<file path="src/rtl/efference_copy_generator.sv">
// Efference-copy delay line: time-stamps motor commands, releases each one LAT sample ticks later scaled by a Q1.7 gain.
// Optional build macro EFF_GAIN_ADAPT_EN replaces the static gain input with a gain register adapted from comparator error.
module efference_copy_generator #(
    parameter int WIDTH  = 16,
    parameter int DEPTH  = 8,
    parameter int LAT    = 4,
    parameter int GAIN_W = 8
) (
    input  logic                       clk,
    input  logic                       rst_n,
    input  logic signed [WIDTH-1:0]    motor_cmd,
    input  logic                       motor_valid,
    output logic                       motor_ready,
    input  logic                       sample_tick,
    input  logic [GAIN_W-1:0]          gain,
    output logic signed [WIDTH-1:0]    ref_glyph,
    output logic                       ref_valid,
    output logic                       ref_hit,
    output logic                       ref_sat,
    output logic [$clog2(DEPTH+1)-1:0] fill_level
`ifdef EFF_GAIN_ADAPT_EN
    ,
    input  logic signed [WIDTH-1:0]    error_raw,
    input  logic                       error_valid
`endif
);

    localparam int PW     = $clog2(DEPTH);
    localparam int CW     = $clog2(DEPTH + 1);
    localparam int PROD_W = WIDTH + GAIN_W + 1;
    localparam int SHIFT  = 7;

    localparam logic [CW-1:0]     CNT_ZERO   = {CW{1'b0}};
    localparam logic [CW-1:0]     CNT_ONE    = CW'(1);
    localparam logic [CW-1:0]     CNT_FULL   = CW'(DEPTH);
    localparam logic [PW-1:0]     PTR_ONE    = PW'(1);
    localparam logic [7:0]        LAT_C      = 8'(LAT);
    localparam logic [GAIN_W-1:0] GAIN_UNITY = GAIN_W'(128);

    typedef enum logic [1:0] {
        ST_EMPTY = 2'd0,
        ST_WAIT  = 2'd1,
        ST_READY = 2'd2
    } state_t;

    typedef struct packed {
        logic signed [WIDTH-1:0] cmd;
        logic [7:0]              stamp;
    } entry_t;

    typedef struct packed {
        logic                    sat;
        logic signed [WIDTH-1:0] val;
    } scale_t;

    // Signed cmd times unsigned gain, floor-shifted by the Q1.7 point, then clamped to the output range.
    function automatic scale_t scale_f(input logic signed [WIDTH-1:0] cmd,
                                       input logic [GAIN_W-1:0] g);
        logic signed [PROD_W-1:0] prod;
        logic signed [PROD_W-1:0] shr;
        logic signed [PROD_W-1:0] max_v;
        logic signed [PROD_W-1:0] min_v;
        scale_t                   res;
        max_v = {{(PROD_W-WIDTH+1){1'b0}}, {(WIDTH-1){1'b1}}};
        min_v = {{(PROD_W-WIDTH+1){1'b1}}, {(WIDTH-1){1'b0}}};
        prod  = $signed({{(GAIN_W+1){cmd[WIDTH-1]}}, cmd}) *
                $signed({{WIDTH{1'b0}}, 1'b0, g});
        shr   = prod >>> SHIFT;
        if (shr > max_v) begin
            res.sat = 1'b1;
            res.val = max_v[WIDTH-1:0];
        end else if (shr < min_v) begin
            res.sat = 1'b1;
            res.val = min_v[WIDTH-1:0];
        end else begin
            res.sat = 1'b0;
            res.val = shr[WIDTH-1:0];
        end
        return res;
    endfunction

    entry_t                  mem_r [DEPTH];
    logic [PW-1:0]           wr_ptr_r;
    logic [PW-1:0]           rd_ptr_r;
    logic [CW-1:0]           count_r;
    logic [7:0]              tick_cnt_r;
    state_t                  state_r;
    logic signed [WIDTH-1:0] ref_glyph_r;
    logic                    ref_valid_r;
    logic                    ref_hit_r;
    logic                    ref_sat_r;

    logic                    push_s;
    logic                    pop_s;
    entry_t                  head_s;
    scale_t                  scaled_s;
    logic [GAIN_W-1:0]       gain_eff_s;
    logic [7:0]              tick_nxt_s;
    logic [CW-1:0]           count_nxt_s;
    logic [7:0]              nxt_stamp_s;
    logic [7:0]              nxt_age_s;
    state_t                  state_nxt_s;

    assign motor_ready = (count_r != CNT_FULL);
    assign fill_level  = count_r;
    assign ref_glyph   = ref_glyph_r;
    assign ref_valid   = ref_valid_r;
    assign ref_hit     = ref_hit_r;
    assign ref_sat     = ref_sat_r;

    assign head_s   = mem_r[rd_ptr_r];
    assign scaled_s = scale_f(head_s.cmd, gain_eff_s);

    // Handshake decode and look-ahead classification of the head entry for the next cycle.
    always_comb begin
        push_s      = motor_valid && motor_ready;
        pop_s       = sample_tick && (state_r == ST_READY);
        tick_nxt_s  = sample_tick ? (tick_cnt_r + 8'd1) : tick_cnt_r;
        count_nxt_s = count_r;
        case ({push_s, pop_s})
            2'b10:   count_nxt_s = count_r + CNT_ONE;
            2'b01:   count_nxt_s = count_r - CNT_ONE;
            default: count_nxt_s = count_r;
        endcase
        // After a pop the new head is either the next stored entry or the one being pushed right now.
        nxt_stamp_s = head_s.stamp;
        if (pop_s) begin
            if (count_r == CNT_ONE) begin
                nxt_stamp_s = tick_cnt_r;
            end else begin
                nxt_stamp_s = mem_r[rd_ptr_r + PTR_ONE].stamp;
            end
        end else if (count_r == CNT_ZERO) begin
            nxt_stamp_s = tick_cnt_r;
        end else begin
            nxt_stamp_s = head_s.stamp;
        end
        nxt_age_s = tick_nxt_s - nxt_stamp_s;
        if (count_nxt_s == CNT_ZERO) begin
            state_nxt_s = ST_EMPTY;
        end else if (nxt_age_s >= LAT_C) begin
            state_nxt_s = ST_READY;
        end else begin
            state_nxt_s = ST_WAIT;
        end
    end

    // Command storage: each entry carries the tick count at acceptance.
    always_ff @(posedge clk or negedge rst_n) begin
        if (!rst_n) begin
            for (int i = 0; i < DEPTH; i++) begin
                mem_r[i] <= {(WIDTH+8){1'b0}};
            end
        end else if (push_s) begin
            mem_r[wr_ptr_r] <= {motor_cmd, tick_cnt_r};
        end
    end

    // Control FSM: tick counter, FIFO pointers/occupancy and the registered reafference outputs.
    always_ff @(posedge clk or negedge rst_n) begin
        if (!rst_n) begin
            state_r     <= ST_EMPTY;
            tick_cnt_r  <= 8'd0;
            wr_ptr_r    <= {PW{1'b0}};
            rd_ptr_r    <= {PW{1'b0}};
            count_r     <= CNT_ZERO;
            ref_glyph_r <= {WIDTH{1'b0}};
            ref_valid_r <= 1'b0;
            ref_hit_r   <= 1'b0;
            ref_sat_r   <= 1'b0;
        end else begin
            state_r    <= state_nxt_s;
            tick_cnt_r <= tick_nxt_s;
            count_r    <= count_nxt_s;
            if (push_s) begin
                wr_ptr_r <= wr_ptr_r + PTR_ONE;
            end
            if (pop_s) begin
                rd_ptr_r <= rd_ptr_r + PTR_ONE;
            end
            if (sample_tick) begin
                ref_valid_r <= 1'b1;
                if (pop_s) begin
                    ref_glyph_r <= scaled_s.val;
                    ref_hit_r   <= 1'b1;
                    ref_sat_r   <= scaled_s.sat;
                end else begin
                    // No efference in flight means no expected reafference.
                    ref_glyph_r <= {WIDTH{1'b0}};
                    ref_hit_r   <= 1'b0;
                    ref_sat_r   <= 1'b0;
                end
            end else begin
                ref_valid_r <= 1'b0;
            end
        end
    end

`ifdef EFF_GAIN_ADAPT_EN
    logic [GAIN_W-1:0] gain_r;
    logic              adapt_pend_r;

    assign gain_eff_s = gain_r;

    // Sign-agreement gain adaptation, judged on the cycle after a released prediction.
    always_ff @(posedge clk or negedge rst_n) begin
        if (!rst_n) begin
            gain_r       <= GAIN_UNITY;
            adapt_pend_r <= 1'b0;
        end else begin
            adapt_pend_r <= ref_valid_r && ref_hit_r;
            if (adapt_pend_r && error_valid &&
                (error_raw != {WIDTH{1'b0}}) && (ref_glyph_r != {WIDTH{1'b0}})) begin
                if (error_raw[WIDTH-1] != ref_glyph_r[WIDTH-1]) begin
                    if (gain_r != {GAIN_W{1'b0}}) begin
                        gain_r <= gain_r - GAIN_W'(1);
                    end
                end else begin
                    if (gain_r != {GAIN_W{1'b1}}) begin
                        gain_r <= gain_r + GAIN_W'(1);
                    end
                end
            end
        end
    end
`else
    assign gain_eff_s = gain;
`endif

endmodule

</file>
<file path="config.mk">
export PLATFORM = sky130hd
export DESIGN_NAME = efference_copy_generator
export DESIGN_NICKNAME = d
export VERILOG_FILES = /design/src/rtl/efference_copy_generator.sv
export SDC_FILE = /design/constraint.sdc
export NUM_CORES = 1
export LEC_CHECK = 0
export ABC_AREA = 0
export BUFFER_PORTS_ARGS = -buffer_cell sky130_fd_sc_hd__buf_2
export CORE_MARGIN = 4
export CORE_UTILIZATION = 35
export DETAILED_ROUTE_END_ITERATION = 6
export PLACE_DENSITY_LB_ADDON = 0.15
export SLEW_MARGIN = 30
export SYNTH_ARGS = -nofsm -noshare
export SYNTH_HDL_FRONTEND = slang
export SYNTH_SLANG_ARGS = --single-unit
</file>
<file path="constraint.sdc">
create_clock -name clk -period 8.5 [get_ports clk]
set_clock_uncertainty 0.1 [all_clocks]
set_input_delay 1.275 -clock clk [delete_from_list [all_inputs] [get_ports clk]]
set_output_delay 1.275 -clock clk [all_outputs]
set_load 0.005 [all_outputs]
</file>
Yosys cells after proc, flatten, opt, wreduce, memory -nomap -nowiden:

Index checks and enable logic that the tools add are counted.

* flip-flop bits (word level): 231
* input bits: 28
* output and inout bits: 24
* word-level logic and storage cells: 74

* $add $sub $neg: 6
* $mul: 1
* magnitude comparators: 7
* equality and inequality tests: 5
* muxes and demuxes: 22
* bitwise operators: 3
* reduce and logical (&&, ||, !) cells: 5

Operators by type and width (count)
* 192-bit bitwise mux: 1
* 24-bit binary-select mux with 3-bit select: 2
* 24-bit demux with 3-bit select: 1
* 24-bit two-way mux: 3
* 8-bit two-way mux: 6
* 17-bit two-way mux: 2
* 16-bit by 9-bit multiplier with 25-bit output: 1
* 18-bit by 16-bit greater-than comparator with 1-bit output (second input constant): 1
* 18-bit by 16-bit < comparator with 1-bit output (second input constant): 1
* 16-bit two-way mux: 1
* 4-bit >= comparator (second input constant): 3
* 3-bit NOT with 4-bit output: 3
* 8-bit by 1-bit adder with 8-bit output (second input constant): 1
* 8-bit by 3-bit >= comparator with 1-bit output (second input constant): 1
* 4-bit zero test: 2
* 4-bit case mux with 2 select lines: 1
* 8-bit subtractor: 1
* 3-bit by 1-bit adder with 3-bit output (second input constant): 2
* 4-bit by 1-bit adder with 4-bit output (second input constant): 1
* 2-bit equality test (second input constant): 2
* 4-bit by 1-bit equality test with 1-bit output (second input constant): 1
* 4-bit by 1-bit < comparator with 1-bit output (second input constant): 1
* 2-bit two-way mux: 2
* 4-bit != test (second input constant): 1
* other kinds (4): 8

Logic depth before layout (Yosys ltp):

* depth in word-level cells: 11
* mapped depth: 25

Worst setup path after synthesis:

Ideal clock, no wire load.

* kind: reg2reg
* start point: register rd_ptr_r[0]
* end point: register ref_glyph_r[13], in the netlist ref_glyph[13]
* arrival: 6673 ps
* setup slack: 1600 ps
* stages on the path, launching flop included: 25
* clock period less this slack: 6900 ps
* cell sequence: dfrtp_1 > buf_6 > buf_6 > buf_1 > mux4_2 > mux2i_1 > nor2b_1 > fa_1 > inv_1 > fa_1 > inv_1 > fa_1 > inv_1 > fa_1 > inv_1 > ha_1 > a2111o_1 > a31o_2 > and2_1 > a211oi_1 > o211ai_1 > a22oi_1 > a211oi_4 > buf_6 > a221o_1

* cells in the longest elaborated chain, start to end: 9

Ends and longest elaborated chain
* start, declared: line 84 `logic [PW-1:0] rd_ptr_r;`
* start signal, assigned: line 165 `rd_ptr_r <= {PW{1'b0}};`
* start signal, assigned: line 179 `rd_ptr_r <= rd_ptr_r + PTR_ONE;`
* 3-bit NOT with 4-bit output (implied by the code) *: line 111 `assign head_s = mem_r[rd_ptr_r];`
* 24-bit binary-select mux with 3-bit select *: line 111
* 24-bit two-way mux (implied by the code) * (2 in series): line 111
* 16-bit by 9-bit multiplier with 25-bit output *: line 66 `prod = $signed({{(GAIN_W+1){cmd[WIDTH-1]}}, cmd}) *`
* 18-bit by 16-bit < comparator with 1-bit output: line 72 `end else if (shr < min_v) begin`
* 17-bit two-way mux: line 72
* 17-bit two-way mux *: line 69 `if (shr > max_v) begin`
* 16-bit two-way mux *: line 183 `if (pop_s) begin`
* end signal, assigned: line 167 `ref_glyph_r <= {WIDTH{1'b0}};`
* end signal, assigned: line 184 `ref_glyph_r <= scaled_s.val;`
* end signal, assigned: line 189 `ref_glyph_r <= {WIDTH{1'b0}};`
* end, declared: line 88 `logic signed [WIDTH-1:0] ref_glyph_r;`

Every way passes the cells marked *; elsewhere a longest branch is shown, timed or not. The select of a mux whose other input is x is not followed.
A chain may end at the register's enable or synchronous reset.

Worst setup path after layout:

* start point: register rd_ptr_r[0]
* end point: register ref_glyph_r[10], in the netlist ref_glyph[10]

The elaborated chain is that of the path after synthesis.

==> results_dict.tcl <==
set metrics [dict create \
    regArea_um2 5790 \
    numCtsBuffers 28 \
    post_cts_buffers 0 \
    path_cells "mux4_2 -> mux2_2 -> nand2_1 -> inv_1 -> fa_1 -> inv_1 -> fa_1 -> inv_1 -> fa_1 -> inv_1 -> fa_1 -> inv_1 -> ha_1 -> nand3_1 -> a21oi_1 -> o41ai_1 -> nand2_1 -> or3_4 -> a21o_4 -> a31oi_2 -> a221o_1" \
    synth_top_area_share 0.363 \
    async_flop_share 1.00 \
    fmax_mhz 134 \
    tns_ns 0 \
    synth_cell_type_count 63 \
    dp_hpwl_um 26200 \
    num_rows 77 \
    slowest_stage "dfrtp_4" \
    dr.pass1.iters 4 \
    grt-ovfl-total 0 \
    die_y_um 221 \
    cts_max_path_buffers 3 \
    syn_nets 1494 \
    yosys-top-cells-area "dfrtp_1 36%, mux2_2 14%, fa_1 13%" \
    drive_gt1_frac 0.290 \
    drt-initial-drc-count 437 \
    ant_nets 0 \
    seq_area_frac_synth 0.363 \
    min_period_ns 7.46 \
    fin_crit_sh 0.878 \
    slew_headroom 0.397 \
    initial_core_util 0.357 \
    worst_pin_slew_ns 0.905 \
    crit_arrival_ns 7.84 \
    crit_family "adder cells" \
    antenna_found_initial 2 \
    nFillCells 4273 \
    coreArea_um2 44600 \
    ctsHoldBuffers 0 \
    setup_viol 0 \
    areaGrowthSynthToFinish_pct 12.1 \
    wl_per_cell_um 19.6 \
    synth_edf_count 0 \
    synth.avg_cell_area_um2 12.2 \
    cts_resized 0 \
    grt_max_degree 169 \
    grtUsageTotal 0.158 \
    cts-root-buf "clkbuf_16" \
    drv_cap 0 \
    crit_buf_inv 5 \
    clk_pin_slew_worst_paths_ns 0.06 \
    cp_slowest_stage_delay_ns 0.67 \
    die_x_um 221 \
    drc 0 \
    synth_commonest_cells "231 x dfrtp_1, 204 x mux2_2, 154 x inv_1" \
    final_nets 1537 \
    ios 52 \
    cts_max_level 1 \
    cp_common_cell "inv_1" \
    gp_congestion 0.814 \
    synth.most_common_cell "dfrtp_1" \
    worstSetupPathType "reg -> reg" \
    clk_latency_ns 0.55 \
    synth-seq-cells 231 \
    final_max_slew_viol_count 0 \
    status "finished clean" \
    vias 10000 \
    grt_pass1_vias 10800 \
    min_path_type "reg -> reg" \
    cts.sinks 231 \
    critical_path.max_fanout 19 \
    wl_um 38400 \
    synth-main-ff-cell "dfrtp_1" \
    grt_first_pass_wirelength_um 62700 \
    port_buffers 51 \
    rsz0062_at_grt "no" \
    worstSetupStartpointType "flip-flop" \
    fp.dieArea_um2 48900 \
    synth_area_leader_cell "dfrtp_1" \
    cts_tree "yes" \
    via_per_inst 5.12 \
    synthCells 1303 \
    finish.utilization 0.400 \
    cp-end-kind "flip-flop" \
    syn-cell-area_um2 15900 \
    yosysWarnings 0 \
    hold_violations 0 \
    multi_input_area_um2 9330 \
    cp.required_ns 8.88 \
]
[final timing paths]
| check | start | to | slack (ns) | depth (start not counted) |
|---|---|---|---|---|
| max in group asynchronous | rst_n | mem_r[108]$_DFFE_PN0P_ | 6.43 | 3 |
| hold reg to reg | ref_hit$_DFFE_PN0P_ | ref_hit$_DFFE_PN0P_ | 0.39 | 1 |
| setup / recovery | rd_ptr_r[0]$_DFFE_PN0P_ | ref_glyph[10]$_DFFE_PN0P_ | 1.04 | 21 |
| hold / removal | ref_hit$_DFFE_PN0P_ | ref_hit$_DFFE_PN0P_ | 0.39 | 1 |
| setup reg to reg | rd_ptr_r[0]$_DFFE_PN0P_ | ref_glyph[10]$_DFFE_PN0P_ | 1.04 | 21 |
| min in group asynchronous | rst_n | ref_valid$_DFF_PN0_ | 0.56 | 1 |
[sequential cells by signal, indices dropped and copies added (netlist names)]
signal      cells
ref_sat         1
ref_glyph      16
ref_valid       1
rd_ptr_r        3
tick_cnt_r      8
state_r         2
fill_level      4
wr_ptr_r        3
ref_hit         1
mem_r         192
[metal layers]
| metal | vias up | part of all wire | track usage |
|---|---|---|---|
| met3 | 27 | 0.034 | 0.0252 |
| met2 | 124 | 0.51 | 0.277 |
| met1 | 5288 | 0.45 | 0.214 |
| li1 | 4597 | - | - |
| met4 | 2 | 0.011 | 0.0244 |
| met5 | - | 0.00021 | 0 |
[per-stage QoR]
stage               worst slack, ns  instance area [um2]  hold WS [ns]  std cells
floorplan                      1.60                15900         0.372       1303
global placement               1.11                16800         0.373       1907
detailed placement             1.01                16900         0.386       1907
CTS                           0.977                17800         0.398       1957
global route                  0.538                17800         0.408       1958
finish                         1.04                17800         0.395       1959
[placed cells by master (no fill, tap or decap), drive strengths merged, types with 16 or more instances in the layout]
master  synthesis  routed
fa            102     102
nand2b         29      29
xnor2          21      21
clkbuf         43      44
nor2b          53      53
mux4           61      61
a21oi          22      22
a221o          16      16
buf            16      72
nand2          69      69
mux2i          32      32
nor2           18      18
o21ai          24      24
ha             61      61
mux2          207     207
inv           155     155
dfrtp         231     231
and2           21      21
[logic make-up (layout without fill, tap and decap cells)]
family | count (synthesis) | count (layout) | share of synthesized area
multiplexers | 300 | 300 | 0.253
buffers and inverters | 216 | 279 | 0.0531
AO/OA/AOI/OAI | 118 | 118 | 0.0543
adder cells (fa/ha/maj) | 163 | 163 | 0.176
flip-flops | 231 | 231 | 0.363
other | 0 | 1 | 0
XOR/XNOR | 36 | 36 | 0.0198
AND/OR/NAND/NOR | 239 | 239 | 0.0804
[worst reg2reg max path, delay by kind of cell, from the launching register on]
family / cells / cell delay (ns)
compound gates: 5 / 1.79
fa+ha+maj: 5 / 2.62
buf+inv: 5 / 0.44
flops: 1 / 0.67
mux: 2 / 0.89
simple gates: 4 / 0.87
[cell type report]
class / instances / area share
tap: 592 / 0.0415
antenna: 1 / 0.000140
clock inverter: 6 / 0.00309
sequential: 231 / 0.324
inverter: 157 / 0.0330
clock buffer: 44 / 0.0494
timing repair buffer: 72 / 0.0255
multi-input combinational: 856 / 0.523
Power is left out: the tool's default activity adds up to more than one toggle a clock period on the data nets, which glitch-free logic cannot reach.
